File: src/rtl/logic_unit_pkg.sv
// Shared opcode encodings and pipeline-depth limits for the pipelined logic unit.
package logic_unit_pkg;

  localparam logic [2:0] FN_AND  = 3'b000;
  localparam logic [2:0] FN_OR   = 3'b001;
  localparam logic [2:0] FN_NAND = 3'b010;
  localparam logic [2:0] FN_NOR  = 3'b011;
  localparam logic [2:0] FN_XOR  = 3'b100;
  localparam logic [2:0] FN_XNOR = 3'b101;
  localparam logic [2:0] FN_ANDN = 3'b110;
  localparam logic [2:0] FN_NOT  = 3'b111;

  localparam int STAGES_MIN = 1;
  localparam int STAGES_MAX = 4;

  function automatic bit stages_ok(input int s);
    return (s >= STAGES_MIN) && (s <= STAGES_MAX);
  endfunction

endpackage

File: src/rtl/logic_pipe_stage.sv
// One valid-tagged register slot of the logic-unit pipeline; refills whenever empty or draining.
module logic_pipe_stage #(
  parameter int DATA_W = 17
) (
  input  logic              clk,
  input  logic              rst,
  input  logic              pred_vld,
  input  logic [DATA_W-1:0] pred_data,
  input  logic              succ_ready,
  output logic              vld,
  output logic [DATA_W-1:0] data,
  output logic              ready
);

  logic              vld_q, vld_d;
  logic [DATA_W-1:0] data_q, data_d;

  // A full slot can take new content in the same cycle its own content moves on.
  assign ready = ~vld_q | succ_ready;
  assign vld   = vld_q;
  assign data  = data_q;

  always_comb begin
    vld_d  = vld_q;
    data_d = data_q;
    if (ready) begin
      vld_d = pred_vld;
      if (pred_vld) data_d = pred_data;
    end
  end

  always_ff @(posedge clk) begin
    if (!rst) begin
      vld_q  <= 1'b0;
      data_q <= '0;
    end else begin
      vld_q  <= vld_d;
      data_q <= data_d;
    end
  end

endmodule

File: src/rtl/logic_unit_pipe.sv
// Pipelined eight-op bitwise logic unit with zero flag, bubble-collapsing stages and
// ready/valid handshakes on both sides.
module logic_unit_pipe
  import logic_unit_pkg::*;
#(
  parameter int WIDTH  = 16,
  parameter int STAGES = 2
) (
  input  logic             clk,
  input  logic             rst,
  input  logic             enable,
  output logic             in_ready,
  input  logic [WIDTH-1:0] a,
  input  logic [WIDTH-1:0] b,
  input  logic [2:0]       func,
  input  logic             out_ready,
  output logic             logic_flag,
  output logic [WIDTH-1:0] logic_out,
  output logic             logic_zero
);

  generate
    if (!stages_ok(STAGES)) begin : g_bad_stages
      $error("logic_unit_pipe: STAGES out of range");
    end
  endgenerate

  function automatic logic [WIDTH-1:0] logic_op(input logic [2:0] f,
                                                input logic [WIDTH-1:0] x,
                                                input logic [WIDTH-1:0] y);
    logic [WIDTH-1:0] r;
    case (f)
      FN_AND:  r = x & y;
      FN_OR:   r = x | y;
      FN_NAND: r = ~(x & y);
      FN_NOR:  r = ~(x | y);
      FN_XOR:  r = x ^ y;
      FN_XNOR: r = ~(x ^ y);
      FN_ANDN: r = x & ~y;
      default: r = ~x;
    endcase
    return r;
  endfunction

  logic [WIDTH-1:0] res_p0;
  logic [STAGES:0]  vld_p;
  logic [STAGES:0]  ready_p;
  logic [WIDTH:0]   data_p [STAGES+1];

  // Stage-0 input: result and its zero flag packed as one word.
  assign res_p0          = logic_op(func, a, b);
  assign data_p[0]       = {~|res_p0, res_p0};
  assign vld_p[0]        = enable & rst;
  assign ready_p[STAGES] = out_ready;

  generate
    for (genvar i = 0; i < STAGES; i++) begin : g_stage
      logic_pipe_stage #(
        .DATA_W (WIDTH + 1)
      ) u_stage (
        .clk        (clk),
        .rst        (rst),
        .pred_vld   (vld_p[i]),
        .pred_data  (data_p[i]),
        .succ_ready (ready_p[i+1]),
        .vld        (vld_p[i+1]),
        .data       (data_p[i+1]),
        .ready      (ready_p[i])
      );
    end
  endgenerate

  // Output side: nothing is offered while reset is asserted.
  assign in_ready   = rst & ready_p[0];
  assign logic_flag = rst & vld_p[STAGES];
  assign logic_out  = logic_flag ? data_p[STAGES][WIDTH-1:0] : '0;
  assign logic_zero = logic_flag & data_p[STAGES][WIDTH];

endmodule

File: config.mk
export PLATFORM = sky130hd
export DESIGN_NAME = logic_unit_pipe
export DESIGN_NICKNAME = d
export VERILOG_FILES = /design/src/rtl/logic_unit_pkg.sv /design/src/rtl/logic_pipe_stage.sv /design/src/rtl/logic_unit_pipe.sv
export SDC_FILE = /design/constraint.sdc
export NUM_CORES = 1
export LEC_CHECK = 0
export BUFFER_PORTS_ARGS = -buffer_cell sky130_fd_sc_hd__buf_2
export CAP_MARGIN = 15
export CORE_MARGIN = 2
export CORE_UTILIZATION = 40
export DETAILED_ROUTE_END_ITERATION = 8
export SLEW_MARGIN = 10
export SYNTH_ARGS = -nofsm -noshare
export SYNTH_HDL_FRONTEND = slang
export SYNTH_SLANG_ARGS = --single-unit
File: constraint.sdc
create_clock -name clk -period 4.98 [get_ports clk]
set_input_delay 1.494 -clock clk [delete_from_list [all_inputs] [get_ports clk]]
set_output_delay 1.494 -clock clk [all_outputs]
set_load 0.05 [all_outputs]
---- Word-level counts from Yosys, hierarchy flattened ----
Cells that the tools add are included.
W data, S select, Z words.
operators by class
  equal/unequal tests ..................... 6
  reduce and logical (&&, ||, !) cells .... 5
  multiplexer cells ....................... 2
  bitwise logic cells ..................... 17
operators by type and width
  cell                  number
  $pmux W16 S7          1
  $not A16 Y16          5
  $and A16 B16 Y16      2
  $mux W16              1
  $or A16 B16 Y16       1
  $reduce_or A16 Y1     1
  $xor A16 B16 Y16      1
  $eq A3 B3 Y1 const B  3
  $eq A3 B2 Y1 const B  2
  $and A1 B1 Y1         4
  $reduce_and A2 Y1     2
  $eq A3 B1 Y1 const B  1
  $logic_not A3 Y1      1
  $not A1 Y1            2
  $or A1 B1 Y1          2
  $logic_not A1 Y1      1
storage, ports and cells
  word-level logic and storage cells ...... 34
  output and inout bits ................... 19
  flip-flop bits (word level) ............. 36

---- Depth between registers and ports, before layout ----
Gate-level depths: netlist (run 1).
  depth after elaboration ................. 5
  gate-level depth with buffers ........... 9
  mapped depth without buffers ............ 9

---- By module ----
From an unflattened synthesis (run 1), not the netlist that was laid out.
unflattened totals
  cell total of the unflattened synthesis .. 425
  area total of the unflattened synthesis .. 3524.6 sq um
by module, submodules not included
  module            area an instance (sq um)  cells an instance  times used
  logic_unit_pipe   2043.2                    267                1
  logic_pipe_stage  740.7                     79                 2

---- Least setup slack after synthesis (run 1) ----
No wires, ideal clock.
  path kind ............................... input -> output
  from .................................... input rst
  to ...................................... output logic_out[10]
  data arrival time ....................... 2.434 ns
  required time ........................... 3.486 ns
  stages on the path ...................... 3
  path slack .............................. 1.052 ns
  cells stage by stage .................... clkbuf_1 clkbuf_1 and3_1
on the way
  cells in the longest elaborated chain, start to end .. 2
ends and longest elaborated chain
  item           line                   text
  from (decl)    logic_unit_pipe.sv:10  input logic rst,
  $and A1 B1 Y1  logic_unit_pipe.sv:75  assign logic_flag = rst & vld_p[STAGES];
  $mux W16       logic_unit_pipe.sv:76  assign logic_out = logic_flag ? data_p[STAGES][WIDTH-1:0] : '0;
  to (decl)      logic_unit_pipe.sv:18  output logic [WIDTH-1:0] logic_out,
No other way between the ends.

---- Worst setup path in the final report (run 1) ----
  from .................................... input rst
  to ...................................... output in_ready
on the way
  cells in the longest elaborated chain, start to end .. 1
ends and longest elaborated chain
  item           line                   text
  $and A1 B1 Y1  logic_unit_pipe.sv:74  assign in_ready = rst & ready_p[0];
  to (decl)      logic_unit_pipe.sv:12  output logic in_ready,
No other way between the ends.

==> flow_summary.toml, run 1 <==
[power]
p_comb_frac = 0.256
sw_frac_of_total = 0.289
p_int_w = 0.000566
power_frac_clock = 0.344
vdd_ir_drop_max_uv = 88.9
switchingPower_w = 0.000230
leakage_nw = 1.79
powerDensity_nw_per_um2 = 219
seqPwrFrac = 0.400

[logic_synthesis]
yosysTopAreaCell = "dfxtp_1"
avgSynthCellArea_um2 = 7.61
netlist_area_um2 = 3220
ys_types = 48
synth_seq_area_share = 0.224
ys_ff_latch = 36
synth_top_cell_area_share = 0.224
ys_top_cells_by_area = "dfxtp_1 (22%), ha_1 (19%), nand2_1 (7.6%), and3_1 (4.1%), o21ai_0 (4.0%)"
syn_nets = 510
synth_warnings = 0
syn_inst = 423

[layout]
final_cell_area_um2 = 3640
multi_input_area_um2 = 2230
n_fill_cell = 834
seqCellArea_um2 = 721
antenna_cells = 0
drive_gt1_frac = 0.162
num-nets-final = 548
area_growth_pct = 13.0

[critical_path]
crit_path_end_kind = "output pin"
path_class = "primary input to output pin"
critPathLaunchType = "primary input"
crit_top_cell = "buf_2"
slowest_stage = "buf_2"
crit_arrival_ns = 2.45
crit_chain = "buf_2 > and2_1 > buf_2"
cp_max_fo = 37
slowest_delay_ns = 0.40
required_ns = 3.49

[run]
cap_violations = 0

[routing]
viasPerCell = 5.04
drc = 0
firstDrtPassIters = 4
routed_wl_mm = 7.02
wire_per_inst_um = 12.4
vias = 2840
drt_iter0_drc = 129
ant_nets = 0

[clock_tree]
cts_buffers = 5
cts_max_level = 2
cts_tree = "built"
clk_latency_ns = 0.28
clk_pin_slew_worst_paths_ns = 0.06
postCtsSetupRepairBufs = 0
root_buffer = "clkbuf_8"
cts_sinks = 36
cts_buffer_depth = 2
holdBufCountCts = 0
ctsResizeCount = 0

[sta]
worst_pin_slew_ns = 1.06
setup-violations-final = 0
fmax_ghz = 0.253
grt_setup_unrepaired = "no"
tns_ns = 0
drv_slew = 0
timing.final.ws_setup_ns = 1.03
finalCritPeriodShare = 0.793
relSlewSlack = 0.290
fin_skew_ns = 0.00786
final-hold-violation-count = 0
min_period_ns = 3.95

[floorplan]
start_util = 0.415
dieArea_um2 = 8790
io-pin-count = 58
core_area_um2 = 7770
die_x_um = 93.7
die_h_um = 93.7
num_rows = 32

[grt]
grt_pass1_vias = 2722
grt_max_degree = 42
antenna_found_initial = 0
grt_usage = 0.165
grt_pass1_wl_mm = 12.0
grt_overflow = 0

[hold_path]
hold_class = "flip-flop to flip-flop"

[place]
io_buffers = 57
place_area_um2 = 3510
dpl_worst_slack_ns = 1.04
gp_congestion = 0.781
post-dp-hpwl_mm = 5.34

[status]
outcome = "finished clean"
per-stage QoR:
stage	instances	hold WS [ns]	total power, W	util
global placement	556	0.448	0.000523	0.452
floorplan	423	0.436	0.000471	-
CTS	564	0.458	0.000802	0.469
detailed placement	556	0.449	0.000529	0.452
finish	564	0.458	0.000796	0.469
global route	564	0.486	0.000844	0.469
power by group through the flow:
stage                     sequential, W  combinational, W  clock [W]
final                          0.000318          0.000204   0.000274
after detailed placement       0.000324          0.000204          0
after CTS                      0.000318          0.000205   0.000278
after global placement         0.000323          0.000200          0
after global routing           0.000321          0.000233   0.000290
after floorplan                0.000320          0.000152          0
cells by family after synthesis:
logic type / after synthesis / synth area share
compound gates: 92 / 0.191
xor+xnor: 19 / 0.0517
flops: 36 / 0.224
simple gates: 156 / 0.233
fa+ha+maj: 48 / 0.186
buf+inv: 62 / 0.0827
mux: 10 / 0.0315
path summary, 6_finish.rpt:
path                                   start                          end  slack [ns]  cells after the start
hold / removal    g_stage[0].u_stage.data[3]   g_stage[0].u_stage.data[3]        0.46                      2
setup reg to reg      g_stage[1].u_stage.vld  g_stage[1].u_stage.data[12]        2.96                      4
hold reg to reg   g_stage[0].u_stage.data[3]   g_stage[0].u_stage.data[3]        0.46                      2
setup / recovery                         rst                     in_ready        1.03                      3
flip-flops by register name, indices dropped and copies added (netlist names):
name / cells
g_stage.u_stage.vld: 2
g_stage.u_stage.data: 34
worst max-delay path: cells and delay by family:
kind	cells	cell delay, ns
buffers and inverters	2	0.68
and+or+nand+nor	1	0.27
cell type report:
cell class | instances | area share
timing repair buffer | 60 | 0.0846
tap | 102 | 0.0351
clock inverter | 1 | 0.00825
multi-input combinational | 325 | 0.614
clock buffer | 7 | 0.0265
inverter | 33 | 0.0340
sequential | 36 | 0.198
placed cells by master (no fill, tap or decap), types with 3 or more instances in the layout:
cell type  instances
nand2_1           65
buf_2             57
ha_1              48
dfxtp_1           36
inv_1             33
o21ai_0           26
and3_1            21
nor2_1            19
nand3_1           18
a21boi_0          17
xor2_1            13
a21oi_1           11
mux2i_1            9
nor2b_1            7
nand2b_1           7
clkbuf_8           7
xnor2_1            6
nor3_1             6
o221ai_1           5
o211ai_1           5
o22ai_1            4
and2_1             3
a31o_2             3
a211oi_1           3
buf_4              3
synth_stat cells (all sizes together):
master    n
nand2    65
ha       48
dfxtp    36
inv      33
o21ai    27
and3     21
nor2     19
nand3    18
a21boi   17
clkbuf   15
buf      14
xor2     13
a21oi    11
mux2i     9
nand2b    7
nor2b     7
nor3      6
xnor2     6
o211ai    5
o221ai    5
o22ai     4
a211oi    3
a31o      3
and2      3
a22oi     2
a31oi     2
a32o      2
a32oi     2
nand3b    2
nand4     2
o31ai     2
or2       2
a2111oi   1
a211o     1
a221o     1
a221oi    1
a22o      1
mux2      1
nor3b     1
nor4b     1
o21a      1
o22a      1
or2b      1
or3       1
per-layer routing:
| metal | GRT usage | part of all wire | vias up |
|---|---|---|---|
| met4 | 0.0362 | 0.0044 | 0 |
| met5 | 0 | 0 | - |
| met3 | 0.0185 | 0.034 | 2 |
| met2 | 0.289 | 0.47 | 49 |
| li1 | - | - | 1519 |
| met1 | 0.218 | 0.50 | 1270 |
(Power assumes the default switching activity.)
==> run 2, diff against run 1 <==
==> constraint.sdc (replaced) <==
create_clock -name clk -period 3.67 [get_ports clk]
set_input_delay 1.101 -clock clk [delete_from_list [all_inputs] [get_ports clk]]
set_output_delay 1.101 -clock clk [all_outputs]
set_load 0.05 [all_outputs]
==> flow_summary.toml, run 2 (synthesis gave the netlist of run 1 again) <==
[layout]
num-nets-final = 552
post-route-util = 0.469
n_fill_cell = 814
final_cell_mix = "nand2_1 (65), buf_2 (57), ha_1 (48)"
area_growth_pct = 13.2
final_cell_area_um2 = 3650
antenna_cells = 0
largest_reg_flops = 34
mostFrequentLayoutCell = "nand2_1"
drive_gt1_frac = 0.165

[status]
outcome = "finished clean"

[critical_path]
cp_max_fo = 31
critPathLaunchType = "primary input"
crit_path_end_kind = "output pin"
crit_top_cell = "buf_2"
r2r-end = "g_stage[1].u_stage.data[11]"
path_class = "primary input to output pin"
rr_worst_depth = 4
slowest_stage = "buf_2"
path_buf_inv = 2
path_delay_family = "buffers and inverters"
slowest_delay_ns = 0.34
crit_chain = "buf_2 > and2_1 > buf_2"
rr_startpoint = "g_stage[1].u_stage.vld"
r2r_slack_ns = 1.83
crit_arrival_ns = 2.00
required_ns = 2.57

[clock_tree]
clk_pin_slew_worst_paths_ns = 0.07
cts_buffers = 5
cts_tree = "built"
ctsResizeCount = 0
holdBufCountCts = 0
root_buffer = "clkbuf_8"
cts_max_level = 2
cts_sinks = 36
postCtsSetupRepairBufs = 0
clk_latency_ns = 0.28
cts_buffer_depth = 2

[sta]
relSlewSlack = 0.601
tns_ns = 0
final-hold-violation-count = 0
setup-violations-final = 0
min_period_ns = 3.10
worst_pin_slew_ns = 0.599
fmax_ghz = 0.323
fin_skew_ns = 0.00450
finalCritPeriodShare = 0.844
grt_setup_unrepaired = "no"
drv_slew = 0

[floorplan]
dieArea_um2 = 8790
die_x_um = 93.7
io-pin-count = 58
num_rows = 32
die_h_um = 93.7
start_util = 0.415
core_area_um2 = 7770

[grt]
grt_pass1_wl_mm = 12.1
grt_usage = 0.167
grt_pass1_vias = 2750
grt_overflow = 0
grt_max_degree = 36
antenna_found_initial = 0

[power]
vdd_ir_drop_max_uv = 131
powerDensity_nw_per_um2 = 272
leakage_nw = 1.79

[run]
cap_violations = 0

[routing]
routed_wl_mm = 7.01
drc = 0
vias = 2897
firstDrtPassIters = 4
viasPerCell = 5.10
drt_iter0_drc = 123
wire_per_inst_um = 12.3
ant_nets = 0

[place]
gp_congestion = 0.828
post-dp-hpwl_mm = 5.46
place_area_um2 = 3560
io_buffers = 57

[hold_path]
whs_endpoint = "g_stage[0].u_stage.data[3]"
hp-start = "g_stage[0].u_stage.data[3]"
hold_class = "flip-flop to flip-flop"
hold-path-cell-count = 2
## run 2: changes by cell type in the layout (fill, tap and decap cells not counted)
cell       before  now
buf_12          0    1
buf_4           3    6
bufinv_16       1    0
clkbuf_1        0    2
clkbuf_8        7    6
## run 2: per-layer routing
metal / routed length (um) / up-vias / GRT usage
met5: 0 / - / 0
met4: 57 / 0 / 0.0362
met3: 317 / 8 / 0.0217
met2: 3250 / 78 / 0.283
met1: 3380 / 1285 / 0.226
li1: - / 1526 / -
## run 2: worst max path at each step
stage | endpoint | startpoint | slack [ns] | depth (start not counted)
CTS | in_ready | out_ready | 0.56 | 5
detailed placement | g_stage[0].u_stage.data[16] | func[1] | 0.34 | 8
global route | g_stage[0].u_stage.data[16] | func[1] | 0.36 | 8
global placement | g_stage[0].u_stage.data[16] | func[1] | 0.41 | 8
floorplan | logic_out[10] | rst | 0.53 | 3
finish | in_ready | rst | 0.57 | 3
## run 2: through the flow
stage	total power, W	std cells	worst slack (ns)	hold WS (ns)
2_1_floorplan	0.000640	423	0.528	0.436
3_3_place_gp	0.000716	560	0.413	0.449
3_5_place_dp	0.000722	560	0.341	0.452
4_1_cts	0.00100	568	0.565	0.459
5_1_grt	0.00106	568	0.361	0.490
6_report	0.000990	568	0.571	0.458
## run 2: cell type report
type | count | area (um^2) | share of cell area
Clock buffer | 8 | 90.1 | 0.0247
Inverter | 33 | 124 | 0.0340
Multi-Input combinational cell | 325 | 2230 | 0.613
Sequential cell | 36 | 721 | 0.198
Tap cell | 102 | 128 | 0.0350
Timing Repair Buffer | 64 | 350 | 0.0961
## run 2: worst register-to-register path, delay by kind of cell, from the launching register on
kind | cells | cell delay (ns)
compound gates | 1 | 0.19
flops | 1 | 0.59
simple gates | 3 | 0.98
## run 2: power by group
group / leakage [nW] / switching [W] / internal, W
combinational: 1.45 / 0.000165 / 0.000116
clock: 0.0455 / 0.000125 / 0.000153
sequential: 0.295 / 0.0000146 / 0.000416
==> run 3, diff against run 2 <==
--- a/config.mk
+++ b/config.mk
@@ -5,6 +5,7 @@
 export SDC_FILE = /design/constraint.sdc
 export NUM_CORES = 1
 export LEC_CHECK = 0
+export ABC_AREA = 1
 export BUFFER_PORTS_ARGS = -buffer_cell sky130_fd_sc_hd__buf_2
 export CAP_MARGIN = 15
 export CORE_MARGIN = 2
==> constraint.sdc (replaced) <==
create_clock -name clk -period 3.2 [get_ports clk]
set_input_delay 0.96 -clock clk [delete_from_list [all_inputs] [get_ports clk]]
set_output_delay 0.96 -clock clk [all_outputs]
set_load 0.05 [all_outputs]
==> flow_summary.toml, run 3 <==
[grt]
grt_usage = 0.182
grt_pass1_wl_mm = 13.7
grt_max_degree = 36
grt_pass1_vias = 3005
antenna_found_initial = 0
grt_overflow = 0

[sta]
relSlewSlack = 0.363
min_period_ns = 2.78
tns_ns = 0
finalCritPeriodShare = 0.868
drv_slew = 0
worst_pin_slew_ns = 0.953
grt_setup_unrepaired = "no"
fmax_ghz = 0.360
fin_skew_ns = 0.00619
setup-violations-final = 0
final-hold-violation-count = 0

[routing]
viasPerCell = 4.78
firstDrtPassIters = 4
wire_per_inst_um = 11.5
vias = 3354
drc = 0
routed_wl_mm = 8.07
drt_iter0_drc = 145
ant_nets = 0

[clock_tree]
cts_sinks = 36
clk_latency_ns = 0.28
cts_tree = "built"
clk_pin_slew_worst_paths_ns = 0.07
ctsResizeCount = 0
root_buffer = "clkbuf_8"
holdBufCountCts = 0
cts_buffers = 5
cts_max_level = 2
postCtsSetupRepairBufs = 0
cts_buffer_depth = 2

[layout]
final_cell_area_um2 = 3840
mostFrequentLayoutCell = "nand2_1"
final_cell_mix = "nand2_1 (119), inv_1 (87), nand3_1 (70)"
antenna_cells = 0
drive_gt1_frac = 0.149
area_growth_pct = 12.2
num-nets-final = 684
largest_reg_flops = 34

[logic_synthesis]
synth_warnings = 0
netlist_area_um2 = 3420
syn_nets = 633
ys_ff_latch = 36
ys_types = 25
yosysTopAreaCell = "dfxtp_1"
avgSynthCellArea_um2 = 6.27
syn_inst = 546
synth_ff_type = "dfxtp_1"
synth_edf_count = 0
yosysMostFrequentCell = "nand2_1"
synth_seq_area_share = 0.211
ys_top_cells_by_area = "dfxtp_1 (21%), ha_1 (18%), nand2_1 (13%), nand3_1 (10%), inv_1 (9.5%)"
synth_commonest_cells = "nand2_1 (119), inv_1 (87), nand3_1 (70)"
async_flop_share = 0
synth_top_cell_area_share = 0.211

[place]
place_area_um2 = 3760
post-dp-hpwl_mm = 6.20
io_buffers = 57
gp_congestion = 0.846

[critical_path]
required_ns = 2.24
crit_path_end_kind = "output pin"
critPathLaunchType = "primary input"
crit_arrival_ns = 1.82
cp_max_fo = 18
path_class = "primary input to output pin"

[floorplan]
dieArea_um2 = 9310
num_rows = 33
die_x_um = 96.5
die_h_um = 96.5
io-pin-count = 58
start_util = 0.414
core_area_um2 = 8260

[run]
cap_violations = 0

[power]
leakage_nw = 2.12
vdd_ir_drop_max_uv = 144
powerDensity_nw_per_um2 = 289

[hold_path]
hold_class = "flip-flop to flip-flop"

[status]
outcome = "finished clean"
-- run 3: cell count changes after synthesis, sizes merged, moves of 7 or more --
cell and change:
a21oi +13, nand3 +52, nand2b -7, and3 -21, a21boi -17, nand3b +7, o21ai +15, clkbuf -7
xor2 -13, nand2 +56, nor2 +50, mux2i -7, nor2b -7, inv +58
-- run 3: cell families (layout without fill, tap and decap cells) --
family | count (synthesis) | after routing | share of synthesized area
buffers and inverters | 117 | 168 | 0.152
adders and majority gates | 48 | 48 | 0.176
AOI/OAI and AO/OA | 66 | 66 | 0.0977
and+or+nand+nor | 277 | 277 | 0.358
muxes | 2 | 2 | 0.00585
DFF | 36 | 36 | 0.211
-- run 3: power breakdown --
group	leakage (nW)	switching, W	internal (W)
sequential	0.295	0.0000121	0.000480
clock	0.0410	0.000144	0.000148
combinational	1.78	0.000211	0.000114
total	2.12	0.000367	0.000742
-- run 3: path summary, 6_finish.rpt --
check             slack, ns  depth (start not counted)                        from                         end
setup reg to reg       1.58                          4      g_stage[1].u_stage.vld  g_stage[1].u_stage.data[3]
setup / recovery       0.42                          4                         rst                logic_out[1]
hold reg to reg        0.46                          2  g_stage[1].u_stage.data[4]  g_stage[1].u_stage.data[4]
hold / removal         0.46                          2  g_stage[1].u_stage.data[4]  g_stage[1].u_stage.data[4]
-- run 3: final cells by class --
cell class                 count  area, um^2
multi-input combinational    393        2180
clock inverter                 1        5.00
tap                          105         131
inverter                      91         347
timing repair buffer          70         383
sequential                    36         721
fill                         905        4420
clock buffer                   6        72.6
-- run 3: through the flow --
stage	total power [W]	util	instances	setup slack (ns)	hold WS (ns)
floorplan	0.000732	-	546	0.0941	0.429
global placement	0.000819	0.455	695	0.458	0.444
detailed placement	0.000827	0.455	695	0.388	0.446
CTS	0.00112	0.465	702	0.385	0.457
global route	0.00119	0.465	702	0.284	0.469
finish	0.00111	0.465	702	0.421	0.455
-- run 3: critical path: stages --
cell and delay [ns]:
buf_2 0.09, nand2_1 0.30, nor2_1 0.19, buf_2 0.28
-- run 3: metal layers --
metal | up-vias | routed length (um) | global-route usage
li1 | 1806 | - | -
met2 | 65 | 3690 | 0.318
met4 | 0 | 79 | 0.0352
met3 | 7 | 287 | 0.0140
met1 | 1476 | 4020 | 0.247
met5 | - | 0 | 0
